[src/rtl/clock_pkg.sv]
// Shared types and constants for the clock ratio detector.
package clock_pkg;

  typedef enum logic [1:0] {
    StIdle,
    StMeasure,
    StTrack,
    StLocked
  } crd_state_t;

  // Shortest period (clk cycles) the detector accepts; anything shorter is a glitch.
  localparam int unsigned MinPeriod = 4;

endpackage

[src/rtl/sync_edge_detect.sv]
// Two-flop synchronizer with history flop and registered rising-edge strobe.
module sync_edge_detect (
  input  logic clk,
  input  logic reset,
  input  logic async_i,
  output logic edge_o
);

  logic sync1_q, sync2_q, sync3_q, edge_q;

  // Synchronize the async input and register a strobe on its rising edge.
  always_ff @(posedge clk or posedge reset) begin
    if (reset) begin
      sync1_q <= 1'b0;
      sync2_q <= 1'b0;
      sync3_q <= 1'b0;
      edge_q  <= 1'b0;
    end else begin
      sync1_q <= async_i;
      sync2_q <= sync1_q;
      sync3_q <= sync2_q;
      edge_q  <= sync2_q & ~sync3_q;
    end
  end

  assign edge_o = edge_q;

endmodule

[src/rtl/clock_ratio_detector.sv]
// Measures the period of a slow asynchronous clock in clk cycles and locks onto it.
module clock_ratio_detector
  import clock_pkg::*;
#(
  parameter int unsigned MaxRatio  = 1024,
  parameter int unsigned LockCount = 4,
  parameter int unsigned Tol       = 1,
  localparam int unsigned Cw = $clog2(MaxRatio + 1)
) (
  input  logic          clk,
  input  logic          reset,
  input  logic          clk_i,
  output logic          edge_o,
  output logic [Cw-1:0] ratio_o,
  output logic          locked_o,
  output logic          timeout_o
);

  localparam int unsigned Dw = Cw + 1;
  localparam int unsigned Mw = $clog2(LockCount + 1);

  localparam logic [Cw-1:0] SatVal  = Cw'(MaxRatio);
  localparam logic [Cw-1:0] MinVal  = Cw'(MinPeriod);
  localparam logic [Dw-1:0] TolVal  = Dw'(Tol);
  localparam logic [Mw-1:0] LastCnt = Mw'(LockCount - 1);

  crd_state_t    state_q, state_d;
  logic [Cw-1:0] cnt_q, cnt_d;
  logic [Cw-1:0] ref_q, ref_d;
  logic [Mw-1:0] match_q, match_d;
  logic [Cw-1:0] ratio_q, ratio_d;
  logic          locked_q, locked_d;
  logic          timeout_q, timeout_d;

  logic          edge_s;
  logic          saturated;
  logic          glitch;
  logic          match;
  logic [Dw-1:0] diff;
  logic [Dw-1:0] abs_diff;

  sync_edge_detect u_sync (
    .clk    (clk),
    .reset  (reset),
    .async_i(clk_i),
    .edge_o (edge_s)
  );

  // Period comparison against the reference; the extra bit carries the sign.
  always_comb begin
    diff      = {1'b0, cnt_q} - {1'b0, ref_q};
    abs_diff  = diff[Dw-1] ? (~diff + Dw'(1)) : diff;
    match     = (abs_diff <= TolVal);
    saturated = (cnt_q == SatVal);
    glitch    = (cnt_q < MinVal);
  end

  // Period counter: restart at 1 on each edge, otherwise count up and saturate.
  always_comb begin
    cnt_d = cnt_q;
    if (edge_s) begin
      cnt_d = Cw'(1);
    end else if (!saturated) begin
      cnt_d = cnt_q + Cw'(1);
    end
  end

  // Acquisition FSM; an edge always takes precedence over saturation.
  always_comb begin
    state_d   = state_q;
    ref_d     = ref_q;
    match_d   = match_q;
    ratio_d   = ratio_q;
    locked_d  = locked_q;
    timeout_d = 1'b0;

    unique case (state_q)
      StIdle: begin
        if (edge_s) begin
          state_d = StMeasure;
          match_d = '0;
        end
      end

      StMeasure, StTrack, StLocked: begin
        if (edge_s) begin
          if (glitch) begin
            // Too fast to be a valid input clock: drop lock, keep last ratio.
            state_d  = StIdle;
            locked_d = 1'b0;
            match_d  = '0;
          end else if (state_q == StMeasure) begin
            ref_d   = cnt_q;
            match_d = '0;
            state_d = StTrack;
          end else if (match) begin
            if (state_q == StTrack) begin
              match_d = match_q + Mw'(1);
              if (match_q == LastCnt) begin
                ratio_d  = ref_q;
                locked_d = 1'b1;
                state_d  = StLocked;
              end
            end
          end else begin
            ref_d    = cnt_q;
            match_d  = '0;
            locked_d = 1'b0;
            state_d  = StTrack;
          end
        end else if (saturated) begin
          timeout_d = 1'b1;
          locked_d  = 1'b0;
          ratio_d   = '0;
          match_d   = '0;
          state_d   = StIdle;
        end
      end

      default: state_d = StIdle;
    endcase
  end

  // State and output registers.
  always_ff @(posedge clk or posedge reset) begin
    if (reset) begin
      state_q   <= StIdle;
      cnt_q     <= '0;
      ref_q     <= '0;
      match_q   <= '0;
      ratio_q   <= '0;
      locked_q  <= 1'b0;
      timeout_q <= 1'b0;
    end else begin
      state_q   <= state_d;
      cnt_q     <= cnt_d;
      ref_q     <= ref_d;
      match_q   <= match_d;
      ratio_q   <= ratio_d;
      locked_q  <= locked_d;
      timeout_q <= timeout_d;
    end
  end

  assign edge_o    = edge_s;
  assign ratio_o   = ratio_q;
  assign locked_o  = locked_q;
  assign timeout_o = timeout_q;

endmodule

[config.mk]
export PLATFORM = sky130hd
export DESIGN_NAME = clock_ratio_detector
export DESIGN_NICKNAME = d
export VERILOG_FILES = /design/src/rtl/clock_pkg.sv /design/src/rtl/sync_edge_detect.sv /design/src/rtl/clock_ratio_detector.sv
export SDC_FILE = /design/constraint.sdc
export NUM_CORES = 1
export LEC_CHECK = 0
export ABC_CLOCK_PERIOD_IN_PS = 4500
export BUFFER_PORTS_ARGS = -buffer_cell sky130_fd_sc_hd__buf_4
export CAP_MARGIN = 20
export CELL_PAD_IN_SITES_DETAIL_PLACEMENT = 1
export CELL_PAD_IN_SITES_GLOBAL_PLACEMENT = 1
export CORE_MARGIN = 2
export CORE_UTILIZATION = 48
export DETAILED_ROUTE_END_ITERATION = 10
export PLACE_DENSITY = 0.79
export SLEW_MARGIN = 40
export SYNTH_ARGS = -nofsm -noshare
export SYNTH_HDL_FRONTEND = slang
export SYNTH_SLANG_ARGS = --single-unit
[constraint.sdc]
create_clock -name clk -period 4.5 [get_ports clk]
set_clock_uncertainty 0.15 [all_clocks]
set_input_delay 0.45 -clock clk [delete_from_list [all_inputs] [get_ports clk]]
set_output_delay 0.45 -clock clk [all_outputs]
set_load 0.01 [all_outputs]
==> results of run 1 <==
-- power groups by stage --
stage,clock network (mW),logic (mW),registers [mW]
detailed placement,0,1.41,0.489
floorplan,0,1.10,0.478
global route,0.240,1.62,0.490
global placement,0,1.39,0.485
CTS,0.229,1.42,0.481
finish,0.221,1.47,0.483
-- what timing repair did --
action | 4_1_cts | 5_1_grt
resized for setup | 0 | 5
endpoints found under the setup margin | 0 | 24
setup buffers | 0 | 3
endpoints found under the hold margin | 0 | 0
-- through the flow --
step	cell area [um^2]	cells	total power [mW]	util, %
floorplan	3110	344	1.58	-
global placement	3320	431	1.87	52.5
detailed placement	3320	431	1.90	52.5
CTS	3380	436	2.13	53.6
global route	3450	440	2.35	54.7
finish	3450	440	2.18	54.7
-- layer usage --
metal  part of all wire [%]  GRT usage (%)
met5                      0              0
met4                   0.62           4.04
met3                    2.1           3.34
met2                     50           38.2
met1                     47           31.9
-- placed cells by master (no fill, tap or decap), types with 4 or more instances in the layout --
master    synthesis  final
a21oi_1          17     16
and3_1            5      5
nand2b_1          8      8
nand3_1          11     11
nor3_1           19     19
a21o_1            4      4
dfrtp_1          44     44
ha_1             20     20
xor2_1           10      9
nor2_1           39     39
nand2_1          26     26
xnor2_1           7      7
clkbuf_8          0      5
mux2_2            4      4
o21ai_0          12     11
inv_1            25     24
a221o_1          11     11
buf_4             3     23
nor2b_1           4      4
mux2_1            8      8
-- flip-flops by register name, indices dropped and copies added, names as in the netlist --
signal	cells
cnt_q	11
ratio_o	11
ref_q	11
match_q	3
state_q	2
locked_o	1
timeout_o	1
u_sync.edge_o	1
u_sync.sync1_q	1
u_sync.sync2_q	1
u_sync.sync3_q	1
-- worst max path at each step --
| stage | depth (start not counted) | slack [ns] | end |
|---|---|---|---|
| floorplan | 14 | 0.38 | ref_q[0]$_DFFE_PP0P_ |
| global placement | 13 | 0.23 | ref_q[2]$_DFFE_PP0P_ |
| detailed placement | 13 | 0.12 | ref_q[2]$_DFFE_PP0P_ |
| CTS | 13 | 0.08 | ref_q[2]$_DFFE_PP0P_ |
| global route | 16 | 0.0001 | ref_q[10]$_DFFE_PP0P_ |
| finish | 13 | 0.22 | state_q[0]$_DFFE_PP0P_ |
-- final cells by class --
cell class	count	area, um^2	area share (%)
multi-input cells	263	1880	54.5
clock buffers	5	68.8	1.99
inverters	25	93.8	2.72
repair buffers	26	209	6.06
flip-flops and latches	44	1100	31.9
well taps	77	96.3	2.79
-- cell families (layout without fill, tap and decap cells) --
| family | after synthesis | after routing |
|---|---|---|
| muxes | 15 | 15 |
| AOI/OAI and AO/OA | 81 | 81 |
| xor gates and xnor gates | 17 | 17 |
| adders and majority gates | 21 | 21 |
| DFF | 44 | 44 |
| and+or+nand+nor | 129 | 129 |
| buffers and inverters | 37 | 56 |
-- worst max-delay path, stage by stage (launching register included) --
cell,delay (ns)
dfrtp_1,0.43
inv_1,0.10
ha_1,0.22
fa_1,0.40
nand2b_1,0.21
a21oi_2,0.20
xor2_1,0.10
or3_1,0.43
o21a_1,0.21
o22a_1,0.19
or4_4,0.57
nor4b_2,0.39
a21oi_1,0.22
o221a_2,0.32
==> metrics.md, run 1 <==
| Metric | Value |
|---|---|
| Status | completed |
| Later-pin clock latency in the skew report | ~0.29 ns |
| Hpwl dp | between 5 and 6 mm |
| Root Driver | clkbuf_8 |
| Critical R2R Capture | state_q[0]$_DFFE_PP0P_ |
| Mapped Avg Cell Area | around 9 um^2 |
| RSZ-0062 raised after global routing | false |
| CP required | 4.53 ns |
| Hold path depth | 1 |
| Comb power frac | approximately two thirds |
| Hold endpoint | u_sync.sync1_q$_DFF_PP0_ |
| Post-Syn Nets | ~370 |
| Routed Wire Length | 8.20 mm |
| Vias in the first global route | 2,674 |
| Worst-margin pin slew | 0.705 ns |
| Worst VDD drop | between 0.0003 and 0.0004 V |
| Post-DR wirelength/cell | ~19 um |
| Synth Area in XOR/XNOR | 4.78% |
| Cell Pwr Density | around 630 mW/mm^2 |
| Row count | 29 |
| Worst reg-to-reg setup slack | about 0.22 ns |
| Worst reg2reg startpoint | cnt_q[0]$_DFFE_PP0P_ |
| TritonCTS clock tree | done |
| Crit. End Element | register |
| Min Hold Slack | between 0.1 and 0.15 ns |
| DR pass1 iterations | 4 |
| Antenna Nets Post-Route | 0 |
| Leakage | roughly 1.6 nW |
| Initial antenna violation count | 0 |
| Pin count of the biggest net entering global routing | between 40 and 50 |
| Main synth FF type | dfrtp_1 |
| Synth async-reset ratio | 100% |
| Unique masters post-synth | just under 60 |
| Part of the power in registers | approximately 22% |
| Initial Util | between 40% and 50% |
| P&R area growth vs syn | 10.9% |
| Max FO, Critical Path | 5 |
| Slew headroom | around 53% |
| CTS Hold Bufs | 0 |
| IO Count | 17 |
| Core region area | ~0.0063 mm^2 |
| Setup TNS | 0 ns |
| Ranking of synthesized cells by area | dfrtp_1, ha_1, nor2_1 |
| Vias per cell | about 6.1 |
| DR DRC count | 0 |
| Syn Inst Count | approximately 340 |
| Clk slew on worst S/H paths | ~0.07 ns |
| Post-synth EDFFs | 0 |
| Final period utilization | a little over nine tenths |
| Final GP Congestion | 0.940 |
| Hold Crit Class | in -> reg |
| IO buf count | 16 |
| Max-slew violation count | 0 |
| Crit path launch type | register |
| Ys Warns | 0 |
| FF-to-FF path depth | 13 |
| Layout cell share with drive strength beyond 1 | 12.9% |
| Sw frac | ~49% |
| First-pass GRT wire length | approximately 13 mm |
| Tmin final | between 4 and 5 ns |
| Final setup margin | 0.224 ns |
| Adder-cell share of the synthesized area | under 10% |
| Final Hold Vio Count | 0 |
| Top cells by count, synth | dfrtp_1, nor2_1, nand2_1, inv_1, ha_1 |
| Post-synth top area cell | dfrtp_1 |
| Dpl ws | approximately 0.12 ns |
| Die area | ~0.007 mm^2 |
| Psw | between 1 and 1.5 mW |
| Max Freq | approximately 230 MHz |
| Via count | 2,672 |
| Clk sink count | 44 |
| Synthesized-area fraction occupied by and/or/nand/nor cells | about 21% |
| Die X-Extent | roughly 85 um |
| Yosys reg bits | 44 |
| Total GRT Usage | a little under a quarter |
| Die height | between 80 and 90 um |
| Register area share after synthesis | 35.4% |
| Clock power share | 10.1% |
| Multiplexer area fraction after synthesis | 5.31% |
| Mapped Area | about 0.0031 mm^2 |
| CTS Buffer Depth | 2 |
| Crit path launch | cnt_q[0]$_DFFE_PP0P_ |
| H-tree levels | 2 |
| Fillers | approximately 770 |
| Max-cap violations | 0 |
| Post-synth top area share | 35.4% |
| Grt ovf | 0 |
| Synth Area in Compound Gates | between 20 and 25% |
| Int Pwr | about 1.1 mW |
| CP arrival | 4.31 ns |
| DR iter-0 viols | about 130 |
| Number of diodes | 0 |
| Hold Startpoint | clk_i |
| NumNets Final | between 300 and 400 |
| CP Class | reg -> reg |
| Num CTS Buffers | 5 |
| Largest family of logic cells by synthesized area | simple AND/OR/NAND/NOR gates |
| Count of final setup violators | 0 |
| Most common cell in the netlist | dfrtp_1 |
Power figures use the tool's default switching activity.
==> run 2: changes to the inputs <==
--- a/config.mk
+++ b/config.mk
@@ -13,7 +13,8 @@
 export CORE_MARGIN = 2
 export CORE_UTILIZATION = 48
 export DETAILED_ROUTE_END_ITERATION = 10
-export PLACE_DENSITY = 0.79
+export MAX_ROUTING_LAYER = met4
+export PLACE_DENSITY_LB_ADDON = 0.05
 export SLEW_MARGIN = 40
 export SYNTH_ARGS = -nofsm -noshare
 export SYNTH_HDL_FRONTEND = slang
==> metrics.md, run 2 (synthesis gave the netlist of run 1 again) <==
| Metric | Value |
|---|---|
| CP Class | reg -> reg |
| CP arrival | approximately 4.3 ns |
| Final GP Congestion | between 0.8 and 0.9 |
| Critical path buffers and inverters | 3 |
| Number of diodes | 0 |
| CTS Buffer Depth | 2 |
| Max-slew violation count | 0 |
| Post-DR wirelength/cell | ~19 um |
| Max FO, Critical Path | 25 |
| NumNets Final | 386 |
| P&R area growth vs syn | 11.7% |
| DR DRC count | 0 |
| Later-pin clock latency in the skew report | around 0.31 ns |
| Antenna Nets Post-Route | 0 |
| Crit path launch type | register |
| Pin count of the biggest net entering global routing | between 40 and 50 |
| Die height | 84.5 um |
| Count of final setup violators | 0 |
| Total GRT Usage | between 20% and 30% |
| Vias in the first global route | 2,798 |
| Psw | 1.12 mW |
| Most frequent cells in the layout | dfrtp_1, nor2_1, nand2_1 |
| Die area | approximately 0.007 mm^2 |
| FF-to-FF path depth | 14 |
| Sw frac | slightly below 50% |
| CTS Hold Bufs | 0 |
| H-tree levels | 2 |
| DR pass1 iterations | 4 |
| Comb power frac | about two thirds |
| Vias per cell | 6.10 |
| Cell Area, Placed | 0.00333 mm^2 |
| Cell Pwr Density | 664 mW/mm^2 |
| Routed Wire Length | 8.40 mm |
| Hold Crit Class | in -> async |
| Most Used Layer, Global Route | met2 |
| Final Hold Vio Count | 0 |
| Worst VDD drop | between 0.0004 and 0.0005 V |
| Slew headroom | 45.1% |
| Grt ovf | 0 |
| CP peak stage delay | roughly 0.58 ns |
| IO buf count | 16 |
| Part of the power in registers | between 20% and 30% |
| Worst path depth | 14 |
| Met2 Use GR | about two fifths |
| Global Route met3 Usage | ~3.6% |
| CP required | about 4.5 ns |
| Max Freq | roughly 230 MHz |
| Design Area, Final | 0.00347 mm^2 |
| Leakage | roughly 1.6 nW |
| Via count | 2,683 |
| Core region area | roughly 0.0063 mm^2 |
| Status | completed |
| Max-cap violations | 0 |
| Final period utilization | 95.1% |
| Worst-margin pin slew | 0.822 ns |
| Layout cell share with drive strength beyond 1 | between 10 and 15% |
| IO Count | 17 |
| Row count | 29 |
| CP max-delay cell | or4_4 |
| Die X-Extent | between 80 and 90 um |
| Initial antenna violation count | 0 |
| First-pass GRT wire length | approximately 14 mm |
| Clk sink count | between 40 and 50 |
| Root Driver | clkbuf_8 |
| Most common cell after layout, fill and taps aside | dfrtp_1 |
| Clk slew on worst S/H paths | ~0.09 ns |
| Worst reg2reg startpoint | cnt_q[0]$_DFFE_PP0P_ |
| Min Hold Slack | around 0.051 ns |
| Crit. End Element | register |
| DR iter-0 viols | about 150 |
| Worst reg-to-reg setup slack | 0.22 ns |
| Int Pwr | around 1.2 mW |
| Critical R2R Capture | ratio_o[4]$_DFFE_PP0P_ |
| Initial Util | between 40% and 50% |
| Num CTS Buffers | 5 |
| Crit path max-delay family | simple AND/OR/NAND/NOR gates |
| TritonCTS clock tree | done |
| Met1 Use GR | between 30% and 40% |
| Tmin final | between 4 and 5 ns |
| Fillers | ~740 |
| Clock power share | between 10% and 20% |
| Cells along the critical path | inv_1 > ha_1 > fa_1 > buf_4 > xor2_1 > nand2_1 > or3_1 > o21a_1 > o22a_1 > or4_4 > nor4_4 > buf_6 > nor2_1 > a221o_1 |
| Hpwl dp | around 6.2 mm |
==> run 2: changes by cell type in the layout (fill, tap and decap cells not counted), sizes merged <==
cell      change
buf           -3
inv           +1
clkinvlp      +1
bufinv        +1
==> run 2: power by group through the flow <==
stage	sequential [mW]	combinational (mW)	clock [mW]
global route	0.480	1.69	0.325
floorplan	0.478	1.10	0
detailed placement	0.484	1.44	0
global placement	0.479	1.40	0
finish	0.475	1.52	0.306
CTS	0.476	1.45	0.313
==> run 2: cell type report <==
class,instances,area (um^2),share of cell area [%]
repair buffers,23,176,5.08
flip-flops and latches,44,1100,31.7
inverters,25,96.3,2.77
well taps,77,96.3,2.77
clock inverters,3,42.5,1.22
multi-input cells,263,1890,54.5
clock buffers,5,68.8,1.98
==> run 2: metal layers <==
layer / share of wire (%) / up-vias / wire, um
li1: - / 1286 / -
met1: 47 / 1357 / 3950
met2: 50 / 31 / 4190
met3: 2.1 / 9 / 174
met4: 0.95 / 0 / 80
met5: 0 / - / 0
==> run 2: through the flow <==
step,instances,util (%),total power [mW],setup slack (ns),setup TNS (ns)
3_3_place_gp,432,52.6,1.88,0.185,0
3_5_place_dp,432,52.7,1.92,0.0665,0
4_1_cts,440,54.4,2.24,0.0289,0
5_1_grt,440,55.0,2.49,-0.00520,-0.0102
6_report,440,55.0,2.31,0.222,0
2_1_floorplan,344,-,1.58,0.379,0
==> run 2: worst max-delay path by stage <==
| stage | start | to |
|---|---|---|
| 6_report | cnt_q[0]$_DFFE_PP0P_ | ratio_o[4]$_DFFE_PP0P_ |
| 5_1_grt | cnt_q[0]$_DFFE_PP0P_ | ratio_o[7]$_DFFE_PP0P_ |
| 3_3_place_gp | cnt_q[0]$_DFFE_PP0P_ | ref_q[2]$_DFFE_PP0P_ |
| 2_1_floorplan | cnt_q[0]$_DFFE_PP0P_ | ref_q[0]$_DFFE_PP0P_ |
| 3_5_place_dp | cnt_q[0]$_DFFE_PP0P_ | ref_q[0]$_DFFE_PP0P_ |
| 4_1_cts | cnt_q[0]$_DFFE_PP0P_ | ref_q[0]$_DFFE_PP0P_ |
==> run 2: what timing repair did <==
item | in CTS | in global routing
setup endpoints to repair | 0 | 25
buffers inserted | 0 | 0
gates resized for setup | 0 | 7
==> run 3: changes to the inputs <==
--- a/config.mk
+++ b/config.mk
@@ -15,6 +15,7 @@
 export DETAILED_ROUTE_END_ITERATION = 10
 export MAX_ROUTING_LAYER = met4
 export PLACE_DENSITY_LB_ADDON = 0.05
+export REMOVE_ABC_BUFFERS = 1
 export SLEW_MARGIN = 40
 export SYNTH_ARGS = -nofsm -noshare
 export SYNTH_HDL_FRONTEND = slang
==> constraint.sdc (replaced) <==
create_clock -name clk -period 4.5 [get_ports clk]
set_clock_uncertainty 0.15 [all_clocks]
set_input_delay 0.225 -clock clk [delete_from_list [all_inputs] [get_ports clk]]
set_output_delay 0.225 -clock clk [all_outputs]
set_load 0.01 [all_outputs]
==> metrics.md, run 3 (synthesis gave the netlist of run 1 again) <==
| Metric | Value |
|---|---|
| Crit path launch | cnt_q[0]$_DFFE_PP0P_ |
| Worst VDD drop | between 0.0003 and 0.0004 V |
| Hold Crit Class | reg -> reg |
| IO buf count | 16 |
| Slew headroom | 56.3% |
| Max Freq | 235 MHz |
| Max-cap violations | 0 |
| Cells along the critical path | inv_1 > ha_1 > fa_2 > nand2b_1 > a21oi_2 > xor2_1 > or3_1 > or4_1 > a311oi_2 > o21ai_1 > nor4_4 > buf_4 > nor2_2 > buf_4 > mux2_1 |
| Final period utilization | between 90% and 100% |
| CP Class | reg -> reg |
| Die height | approximately 85 um |
| Layout cell share with drive strength beyond 1 | roughly 13% |
| Dpl ws | around 0.14 ns |
| Via count | 2,618 |
| Core region area | 0.00631 mm^2 |
| Final Hold Vio Count | 0 |
| Vias per cell | 5.94 |
| RSZ-0062 raised after global routing | false |
| Fillers | 750 |
| Pin count of the biggest net entering global routing | 45 |
| Final GP Congestion | 0.817 |
| Worst-margin pin slew | 0.654 ns |
| Crit. End Element | register |
| Max-slew violation count | 0 |
| Die area | 0.00714 mm^2 |
| DR iter-0 viols | 132 |
| CP required | about 4.5 ns |
| Critical path buffers and inverters | 3 |
| CP peak stage delay | 0.54 ns |
| Status | completed |
| Setup TNS | 0 ns |
| P&R area growth vs syn | 10.8% |
| CTS Buffer Depth | 2 |
| Routed Wire Length | between 7 and 8 mm |
| First-pass GRT wire length | 13.0 mm |
| Most frequent cells in the layout | dfrtp_1, nor2_1, nand2_1 |
| Cell Pwr Density | 621 mW/mm^2 |
| Clk slew on worst S/H paths | ~0.09 ns |
| DR pass1 iterations | 4 |
| Clk sink count | 44 |
| CP arrival | 4.29 ns |
| Final setup margin | approximately 0.24 ns |
| Grt ovf | 0 |
| Total GRT Usage | about a quarter |
| Count of final setup violators | 0 |
| Later-pin clock latency in the skew report | around 0.3 ns |
| Number of diodes | 0 |
| Row count | 29 |
| DR DRC count | 0 |
| Worst reg2reg startpoint | cnt_q[0]$_DFFE_PP0P_ |
| Post-DR wirelength/cell | approximately 18 um |
| Cell mode on critical path | buf_4 |
| Root Driver | clkbuf_8 |
| Hold Startpoint | u_sync.sync1_q$_DFF_PP0_ |
| Num CTS Buffers | 5 |
| Antenna Nets Post-Route | 0 |
| Tmin final | ~4.3 ns |
| Initial antenna violation count | 0 |
| Hpwl dp | 5.96 mm |
| Initial Util | ~50% |
| Crit path launch type | register |
| TritonCTS clock tree | done |
| Vias in the first global route | 2,644 |
| Inst Count DP | 430 |
| Most common cell after layout, fill and taps aside | dfrtp_1 |
| Max FO, Critical Path | 11 |
| Die X-Extent | roughly 85 um |
| Finished Layout Cells | 441 |
| Crit path max-delay family | simple AND/OR/NAND/NOR gates |
| CP max-delay cell | or4_1 |
| IO Count | 17 |
| Leakage | ~1.6 nW |
| NumNets Final | between 300 and 400 |
| H-tree levels | 2 |
run 3: changes by cell type in the layout (fill, tap and decap cells not counted), sizes merged:
cell	before	now
bufinv	1	0
clkinv	1	2
inv	25	24
dlygate4sd3	0	2
run 3: power by group:
group          total [mW]  switching (mW)  internal (mW)
registers           0.482          0.0427          0.439
logic                1.42           0.845          0.575
clock network       0.239           0.134          0.105
total                2.14            1.02           1.12
run 3: what timing repair did:
action / 4_1_cts / 5_1_grt
setup buffers: 0 / 1
resized for setup: 0 / 7
hold buffers: 2 / 0
endpoints found under the hold margin: 45 / 0
setup endpoints to repair: 0 / 25
run 3: cell type report:
type | count | area, um^2 | area share [%]
clock inverters | 2 | 12.5 | 0.363
flip-flops and latches | 44 | 1100 | 32.0
repair buffers | 25 | 194 | 5.62
well taps | 77 | 96.3 | 2.79
multi-input cells | 263 | 1880 | 54.5
clock buffers | 5 | 68.8 | 2.00
inverters | 25 | 93.8 | 2.72
run 3: per-stage QoR:
step | utilization [%] | instance area (um^2) | total power, mW | hold WS [ns]
after floorplan | - | 3050 | 1.57 | 0.106
after global placement | 52.4 | 3310 | 1.84 | 0.185
after detailed placement | 52.4 | 3310 | 1.86 | 0.192
after CTS | 54.0 | 3410 | 2.12 | 0.222
after global routing | 54.6 | 3450 | 2.32 | 0.228
final | 54.6 | 3450 | 2.14 | 0.217
run 3: worst register-to-register path: stages, from the launching register on:
cell,delay (ns)
dfrtp_2,0.41
inv_1,0.07
ha_1,0.22
fa_2,0.39
nand2b_1,0.21
a21oi_2,0.21
xor2_1,0.10
or3_1,0.43
or4_1,0.54
a311oi_2,0.32
o21ai_1,0.14
nor4_4,0.22
buf_4,0.19
nor2_2,0.04
buf_4,0.19
mux2_1,0.34
run 3: path summary, 6_finish.rpt:
check | to | slack, ns | cells past startpoint
max in group asynchronous | cnt_q[0]$_DFFE_PP0P_ | 3.27 | 4
hold reg to reg | u_sync.sync2_q$_DFF_PP0_ | 0.22 | 0
setup / recovery | ref_q[6]$_DFFE_PP0P_ | 0.24 | 15
setup reg to reg | ref_q[6]$_DFFE_PP0P_ | 0.24 | 15
hold / removal | u_sync.sync2_q$_DFF_PP0_ | 0.22 | 0
min in group asynchronous | u_sync.sync2_q$_DFF_PP0_ | 0.48 | 4
run 3: metal layers:
metal | vias up | track usage (%) | share of wire (%)
met5 | - | - | 0
met4 | 0 | 4.47 | 0.82
met3 | 8 | 3.44 | 2.2
met2 | 28 | 37.7 | 48
met1 | 1296 | 31.6 | 49
li1 | 1286 | - | -
